File: src/rtl/uart_rx_fifo.sv
// Oversampled UART receiver (configurable width/parity) feeding a show-ahead RX FIFO.
// Everything runs in the clk16 domain; words carry per-frame parity/framing error flags.
module uart_rx_fifo #(
    parameter int unsigned DATA_BITS  = 8,
    parameter int unsigned OVERSAMPLE = 16,
    parameter int unsigned PARITY_EN  = 0,
    parameter int unsigned PARITY_ODD = 0,
    parameter int unsigned FIFO_DEPTH = 8,
    parameter int unsigned AW         = 3
) (
    input  logic                 clk16,
    input  logic                 reset,
    input  logic                 rx,
    input  logic                 rd_en,
    output logic [DATA_BITS-1:0] rd_data,
    output logic                 rd_perr,
    output logic                 rd_ferr,
    output logic                 empty,
    output logic                 full,
    output logic [AW:0]          count,
    output logic                 overrun,
    input  logic                 clr_overrun,
    output logic                 busy
);

    localparam int unsigned CW = $clog2(OVERSAMPLE);
    localparam int unsigned WW = DATA_BITS + 2;
    localparam logic [CW-1:0] CntLast = CW'(OVERSAMPLE - 1);
    localparam logic [CW-1:0] CntMid  = CW'(OVERSAMPLE / 2 - 1);
    localparam logic [3:0]    BitLast = 4'(DATA_BITS - 1);
    localparam logic [AW:0]   CountFull = (AW + 1)'(FIFO_DEPTH);

    typedef enum logic [2:0] {StIdle, StStart, StData, StParity, StStop} state_e;

    state_e               state_q;
    logic                 rx_s1_q, rx_s2_q, rx_prev_q;
    logic [CW-1:0]        cnt_q;
    logic [3:0]           bit_idx_q;
    logic [DATA_BITS-1:0] data_q;
    logic                 perr_q, ferr_q, push_q;
    logic                 fall;

    assign fall = rx_prev_q & ~rx_s2_q;
    assign busy = (state_q != StIdle);

    always_ff @(posedge clk16 or negedge reset) begin
        if (!reset) begin
            state_q   <= StIdle;
            rx_s1_q   <= 1'b1;
            rx_s2_q   <= 1'b1;
            rx_prev_q <= 1'b1;
            cnt_q     <= '0;
            bit_idx_q <= '0;
            data_q    <= '0;
            perr_q    <= 1'b0;
            ferr_q    <= 1'b0;
            push_q    <= 1'b0;
        end else begin
            rx_s1_q   <= rx;
            rx_s2_q   <= rx_s1_q;
            rx_prev_q <= rx_s2_q;
            push_q    <= 1'b0;
            unique case (state_q)
                StIdle: begin
                    if (fall) begin
                        state_q <= StStart;
                        cnt_q   <= '0;
                    end
                end
                StStart: begin
                    if (cnt_q == CntMid) begin
                        cnt_q <= '0;
                        if (rx_s2_q) begin
                            state_q <= StIdle;
                        end else begin
                            state_q   <= StData;
                            bit_idx_q <= '0;
                            perr_q    <= 1'b0;
                        end
                    end else begin
                        cnt_q <= cnt_q + 1'b1;
                    end
                end
                StData: begin
                    if (cnt_q == CntLast) begin
                        cnt_q     <= '0;
                        // LSB arrives first, so after DATA_BITS shifts it sits at bit 0
                        data_q    <= {rx_s2_q, data_q[DATA_BITS-1:1]};
                        bit_idx_q <= bit_idx_q + 1'b1;
                        if (bit_idx_q == BitLast) begin
                            state_q <= (PARITY_EN != 0) ? StParity : StStop;
                        end
                    end else begin
                        cnt_q <= cnt_q + 1'b1;
                    end
                end
                StParity: begin
                    if (cnt_q == CntLast) begin
                        cnt_q   <= '0;
                        perr_q  <= ((^data_q) ^ rx_s2_q) != PARITY_ODD[0];
                        state_q <= StStop;
                    end else begin
                        cnt_q <= cnt_q + 1'b1;
                    end
                end
                StStop: begin
                    if (cnt_q == CntLast) begin
                        // Leave at mid-stop so the next start edge keeps half a bit of margin
                        cnt_q   <= '0;
                        ferr_q  <= ~rx_s2_q;
                        push_q  <= 1'b1;
                        state_q <= StIdle;
                    end else begin
                        cnt_q <= cnt_q + 1'b1;
                    end
                end
                default: state_q <= StIdle;
            endcase
        end
    end

    logic [WW-1:0] mem_q [FIFO_DEPTH];
    logic [AW-1:0] wr_ptr_q, rd_ptr_q;
    logic [AW:0]   count_q, count_d;
    logic          overrun_q;
    logic          pop, do_push, drop;
    logic [WW-1:0] head;

    assign empty   = (count_q == '0);
    assign full    = (count_q == CountFull);
    assign pop     = rd_en & ~empty;
    assign do_push = push_q & (~full | pop);
    assign drop    = push_q & full & ~pop;

    always_comb begin
        count_d = count_q;
        if (do_push && !pop) begin
            count_d = count_q + 1'b1;
        end else if (pop && !do_push) begin
            count_d = count_q - 1'b1;
        end
    end

    always_ff @(posedge clk16) begin
        if (do_push) begin
            mem_q[wr_ptr_q] <= {data_q, perr_q, ferr_q};
        end
    end

    always_ff @(posedge clk16 or negedge reset) begin
        if (!reset) begin
            wr_ptr_q  <= '0;
            rd_ptr_q  <= '0;
            count_q   <= '0;
            overrun_q <= 1'b0;
        end else begin
            if (do_push) begin
                wr_ptr_q <= wr_ptr_q + 1'b1;
            end
            if (pop) begin
                rd_ptr_q <= rd_ptr_q + 1'b1;
            end
            count_q <= count_d;
            if (drop) begin
                overrun_q <= 1'b1;
            end else if (clr_overrun) begin
                overrun_q <= 1'b0;
            end
        end
    end

    // Storage is not reset, so the head is masked to zero while empty
    assign head    = empty ? '0 : mem_q[rd_ptr_q];
    assign rd_data = head[WW-1:2];
    assign rd_perr = head[1];
    assign rd_ferr = head[0];
    assign count   = count_q;
    assign overrun = overrun_q;

endmodule

File: config.mk
export PLATFORM = sky130hd
export DESIGN_NAME = uart_rx_fifo
export DESIGN_NICKNAME = d
export VERILOG_FILES = /design/src/rtl/uart_rx_fifo.sv
export SDC_FILE = /design/constraint.sdc
export NUM_CORES = 1
export LEC_CHECK = 0
export ABC_AREA = 0
export ABC_CLOCK_PERIOD_IN_PS = 2300
export CAP_MARGIN = 20
export CORE_MARGIN = 3
export CORE_UTILIZATION = 41
export CTS_BUF_LIST = sky130_fd_sc_hd__clkbuf_8
export DETAILED_ROUTE_END_ITERATION = 10
export GPL_TIMING_DRIVEN = 0
export PLACE_DENSITY = 0.56
export SLEW_MARGIN = 20
export SYNTH_ARGS = -nofsm -noshare
export SYNTH_HDL_FRONTEND = slang
export SYNTH_SLANG_ARGS = --single-unit
export TNS_END_PERCENT = 10
File: constraint.sdc
create_clock -name clk16 -period 2.3 [get_ports clk16]
set_input_delay 0.345 -clock clk16 [delete_from_list [all_inputs] [get_ports clk16]]
set_output_delay 0.345 -clock clk16 [all_outputs]
set_load 0.03 [all_outputs]
==> results of run 1 <==
-- flip-flops by register name (all words and copies together), names as in the netlist --
name,count
rx_prev_q,1
rx_s2_q,1
count,4
push_q,1
overrun,1
data_q,8
mem_q,80
rx_s1_q,1
state_q,3
perr_q,1
cnt_q,4
bit_idx_q,4
ferr_q,1
wr_ptr_q,3
rd_ptr_q,3
-- logic make-up (layout without fill, tap and decap cells) --
group | count (synthesis) | after routing | share of synthesized area, %
buffers and inverters | 17 | 81 | 1.72
AO/OA/AOI/OAI | 29 | 29 | 3.87
XOR/XNOR | 18 | 18 | 3.23
flip-flops | 116 | 116 | 67.8
adder cells (fa/ha/maj) | 8 | 8 | 2.21
AND/OR/NAND/NOR | 65 | 65 | 7.16
multiplexers | 42 | 42 | 14.0
-- layer usage --
layer  vias up  part of all wire [%]  GRT usage (%)
met1      1323                    46           18.9
li1       1219                     -              -
met3        18                   2.5           3.79
met4         0                   2.1           7.04
met2        35                    50           24.1
met5         -                     0              0
-- through the flow --
stage | cell area, um2 | setup WS [ns] | power [mW] | TNS, ns
5_1_grt | 5840 | -0.189 | 6.81 | -1.01
2_1_floorplan | 4910 | -0.179 | 3.97 | -0.227
4_1_cts | 5850 | -0.114 | 6.56 | -0.580
3_3_place_gp | 5310 | -0.768 | 4.57 | -35.68
6_report | 5840 | -0.0856 | 6.46 | -0.165
3_5_place_dp | 5360 | -0.402 | 4.59 | -20.35
-- cells in the final DEF, fill, tap and decap left out, types with 9 or more instances in the layout --
| master | count |
|---|---|
| nor2_1 | 16 |
| o21ai_0 | 9 |
| dfrtp_1 | 30 |
| xnor2_1 | 15 |
| mux2i_1 | 11 |
| buf_4 | 15 |
| clkbuf_8 | 17 |
| mux4_2 | 20 |
| nand2_1 | 15 |
| edfxtp_1 | 80 |
-- Yosys cell counts, types with 3 or more instances --
cell type / number
edfxtp_1: 80
dfstp_2: 3
xnor2_1: 15
ha_1: 7
clkbuf_1: 3
mux4_2: 20
dfrtp_1: 33
mux2_2: 4
nor2_1: 22
mux2_1: 7
a21oi_1: 8
nand2b_1: 5
a22o_1: 3
mux2i_1: 11
nor3_1: 4
buf_2: 4
nand2_1: 15
o21ai_0: 9
xor2_1: 3
inv_1: 5
-- critical path, stage by stage (launching register included) --
cell	delay (ns)
dfrtp_2	0.42
or4b_4	0.58
o21ai_4	0.16
inv_2	0.07
ha_4	0.17
inv_4	0.07
ha_4	0.19
a21o_1	0.15
a21oi_2	0.13
xnor2_1	0.12
nor2_1	0.07
xor2_1	0.14
-- power groups by stage --
stage               Combinational (mW)  Clock (mW)  Sequential (mW)
floorplan                         1.35           0             2.62
global placement                  1.99           0             2.58
detailed placement                2.01           0             2.59
CTS                               2.11        1.91             2.54
global route                      2.25        2.00             2.56
finish                            2.05        1.87             2.54
-- worst paths after layout --
kind                                to  slack [ns]  depth (start not counted)
max                           count[3]       -0.09                         11
min                            rx_s1_q        0.32                          1
max reg2reg                   count[3]       -0.09                         11
min reg2reg                    rx_s2_q        0.36                          0
max in group asynchronous    data_q[7]        1.44                          3
min in group asynchronous  wr_ptr_q[1]        0.40                          2
-- what timing repair did --
item | in CTS | in global routing
gates resized for setup | 76 | 11
hold buffers | 1 | 0
pin swaps | 3 | 2
hold endpoints to repair | 14 | 0
endpoints found under the setup margin | 36 | 54
setup buffers | 6 | 0
-- area by class of cell --
cell class,instances,area [um2],area share (%)
Buffer,10,95.1,1.63
Tap cell,143,179,3.06
Clock buffer,17,234,4.01
Timing Repair Buffer,32,279,4.78
Clock inverter,15,165,2.83
Inverter,7,28.8,0.493
Sequential cell,116,3310,56.7
Multi-Input combinational cell,162,1550,26.5
==> results.json, run 1 <==
{
  "worstPathArrival_ns": 2.70,
  "power_switching_mw": 2.07,
  "final_antenna_net_count": 0,
  "dr.pass1.iters": 4,
  "rows": 39,
  "whs_ns": 0.317,
  "hp-class": "input port to register",
  "cts_root_buf": "clkbuf_8",
  "io_buffers": 22,
  "cts_made_buffers": 17,
  "synth_top_area_share_pct": 49.2,
  "min_period_ns": 2.39,
  "p_int_mw": 4.39,
  "endpoint_kind": "register",
  "die_h_um": 115,
  "vias_per_cell": 5.17,
  "wl_mm": 8.90,
  "reg2reg_from": "count[0]",
  "clock_path_buffers": 2,
  "synthDistinctLibCells": 46,
  "ys.flop_type": "edfxtp_1",
  "detail_route.wl_per_cell_um": 17.7,
  "die_w_um": 115,
  "io_pins": 23,
  "critical_path.startpoint_type": "register",
  "maxSlewHeadroom_pct": 55.4,
  "syn_area_um2": 4880,
  "start_util_pct": 42.4,
  "status": "complete, but fails checks",
  "fillers": 970,
  "drtIter0Drc": 136,
  "clkPwrFrac_pct": 28.9,
  "critPathMaxFanout": 3,
  "gp_congestion": 0.770,
  "async_reset_ff_share_pct": 31.0,
  "crit_type": "register to register",
  "fin_skew_ns": 0.0101,
  "dp_hpwl_mm": 5.85,
  "antenna_found_initial": 0,
  "synth-seq-area-share_pct": 67.8,
  "p_leak_nw": 2.22,
  "p_sw_share_pct": 32.1,
  "syn_inst": 295,
  "cts_tree": "built",
  "finalSetupViolCount": 2,
  "critPathRequiredTime_ns": 2.62,
  "final_util_pct": 50.7,
  "max_freq_mhz": 419,
  "yosys_warnings": 0,
  "synth.top_cells.by_area": "edfxtp_1 (49%), dfrtp_1 (17%), mux4_2 (9.2%)",
  "clock_sinks": 116,
  "clkTransAtPathRegs_ns": 0.07,
  "yosysTopAreaCell": "edfxtp_1",
  "diodes": 0,
  "synth-edff-count": 80,
  "place_inst": 463,
  "syn_nets": 308,
  "grt_max_degree": 20,
  "grt_pass1_vias": 2706,
  "cp-startpoint": "count[0]",
  "syn2layout_area_growth_pct": 19.7,
  "avgSynthCellArea_um2": 16.5,
  "track_usage_pct": 14.9,
  "rsz0062_at_grt": "true",
  "insertion_delay_ns": 0.43,
  "htreeDepth": 4,
  "stdcell_count": 502,
  "cap_violations": 0,
  "grt-ovfl-total": 0,
  "seq_power_share_pct": 39.3,
  "hp-start": "rx",
  "worst_slack_ns": -0.0856,
  "max-vdd-ir-drop_uv": 601,
  "via_count": 2595,
  "powerDensity_nw_per_um2": 1110,
  "yosys_register_bits": 116,
  "slew_violations": 0,
  "combPwrFrac_pct": 31.8,
  "grt_pass1_wl_mm": 14.4,
  "dieArea_um2": 13200,
  "drive_gt1_share_pct": 32.3,
  "tightest_slew_ns": 0.668,
  "core-area_um2": 11500,
  "final_net_count": 359,
  "drc": 0,
  "fin_crit_sh_pct": 104,
  "hold_viol_final": 0,
  "violations": "negative setup slack"
}
Power figures use the tool's default switching activity.
==> run 2, diff against run 1 <==
--- a/config.mk
+++ b/config.mk
@@ -14,6 +14,7 @@
 export DETAILED_ROUTE_END_ITERATION = 10
 export GPL_TIMING_DRIVEN = 0
 export PLACE_DENSITY = 0.56
+export RECOVER_POWER = 50
 export SLEW_MARGIN = 20
 export SYNTH_ARGS = -nofsm -noshare
 export SYNTH_HDL_FRONTEND = slang
==> results.json, run 2 (synthesis results as in run 1) <==
{
  "dr.pass1.iters": 4,
  "grt_pass1_vias": 2706,
  "htreeDepth": 4,
  "start_util_pct": 42.4,
  "dp_hpwl_mm": 5.85,
  "drc": 0,
  "hold_viol_final": 0,
  "endpoint_kind": "register",
  "rsz0062_at_grt": "true",
  "clkTransAtPathRegs_ns": 0.07,
  "final_cell_mix": "edfxtp_1 (80), dfrtp_1 (30), mux4_2 (20)",
  "io_buffers": 22,
  "die_w_um": 115,
  "regMostFlops": "mem_q",
  "tightest_slew_ns": 1.01,
  "dieArea_um2": 13200,
  "dpl-instance-area_um2": 5360,
  "gp_congestion": 0.770,
  "grt_max_degree": 20,
  "vias_per_cell": 5.18,
  "antenna_found_initial": 0,
  "insertion_delay_ns": 0.43,
  "critPathMaxFanout": 3,
  "drive_gt1_share_pct": 31.5,
  "worstPathArrival_ns": 2.70,
  "grt_pass1_wl_mm": 14.4,
  "status": "complete, but fails checks",
  "rows": 39,
  "clock_path_buffers": 2,
  "via_count": 2602,
  "track_usage_pct": 14.9,
  "hp-class": "register to register",
  "final_antenna_net_count": 0,
  "final_common_cell": "edfxtp_1",
  "clock_sinks": 116,
  "diodes": 0,
  "worst_slack_ns": -0.0856,
  "finalSetupViolCount": 2,
  "largest_register_ffs": 80,
  "critical_path.startpoint_type": "register",
  "final_net_count": 359,
  "setup_tns_ns": -0.163,
  "crit_type": "register to register",
  "p_leak_nw": 2.22,
  "maxSlewHeadroom_pct": 32.5,
  "cts_root_buf": "clkbuf_8",
  "detail_route.wl_per_cell_um": 17.8,
  "powerDensity_nw_per_um2": 1110,
  "fin_crit_sh_pct": 104,
  "cts_made_buffers": 17,
  "cap_violations": 0,
  "fin_skew_ns": 0.0102,
  "cts_tree": "built",
  "critPathRequiredTime_ns": 2.62,
  "die_h_um": 115,
  "drtIter0Drc": 136,
  "io_pins": 23,
  "grt-ovfl-total": 0,
  "stdcell_count": 502,
  "violations": "negative setup slack",
  "place_inst": 463,
  "slew_violations": 0,
  "max-vdd-ir-drop_uv": 601,
  "min_period_ns": 2.39,
  "syn2layout_area_growth_pct": 19.4,
  "stdcell_area_um2": 5820,
  "core-area_um2": 11500,
  "max_freq_mhz": 419,
  "top_regs": "mem_q x80, data_q x8",
  "wl_mm": 8.91,
  "fillers": 973
}
[run 2: worst paths after layout]
kind | slack, ns | endpoint | startpoint | depth (start not counted)
worst max-delay path | -0.09 | count[3] | count[0] | 11
worst min-delay path | 0.36 | rx_s2_q | rx_s1_q | 0
worst max register to register | -0.09 | count[3] | count[0] | 11
worst min register to register | 0.36 | rx_s2_q | rx_s1_q | 0
max in group asynchronous | 0.32 | data_q[7] | reset | 3
min in group asynchronous | 0.60 | wr_ptr_q[1] | reset | 2
[run 2: final cells by class]
cell class                 instances  area, um2  share of cell area, %
buffer                            10       95.1                   1.63
clock inverter                    15        165                   2.84
sequential                       116       3310                   56.9
clock buffer                      17        234                   4.02
tap                              143        179                   3.07
multi-input combinational        162       1550                   26.6
timing repair buffer              32        263                   4.51
inverter                           7       28.8                  0.494
[run 2: critical path, cell delays in order, from the launching register on]
cell and delay [ns]:
dfrtp_2 0.42, or4b_4 0.58, o21ai_4 0.16, inv_2 0.07
ha_4 0.17, inv_4 0.07, ha_4 0.19, a21o_1 0.15
a21oi_2 0.13, xnor2_1 0.12, nor2_1 0.07, xor2_1 0.14
[run 2: layer usage]
metal	global-route usage, %	share of wire, %
met5	0	0
met4	7.04	1.8
met3	3.79	2.7
met2	24.1	50
met1	18.9	46
[run 2: stage by stage]
stage | hold slack [ns] | power [mW] | worst slack (ns) | utilization [%]
after global routing | 0.370 | 6.81 | -0.189 | 50.6
final | 0.364 | 6.45 | -0.0856 | 50.6
after detailed placement | 0.328 | 4.59 | -0.402 | 46.6
after CTS | 0.293 | 6.56 | -0.114 | 50.8
after floorplan | 0.0494 | 3.97 | -0.179 | -
after global placement | 0.348 | 4.57 | -0.768 | 46.1
[run 2: what timing repair did]
action | CTS | global route
endpoints found under the hold margin | 14 | 0
gates resized for setup | 76 | 11
setup buffers | 6 | 0
hold buffers | 1 | 0
endpoints found under the setup margin | 36 | 54
pin swaps | 3 | 2
[run 2: where the power goes]
part	internal, mW	total [mW]	switching, mW
Sequential	2.37	2.54	0.165
Combinational	0.957	2.05	1.09
Clock	1.06	1.87	0.813
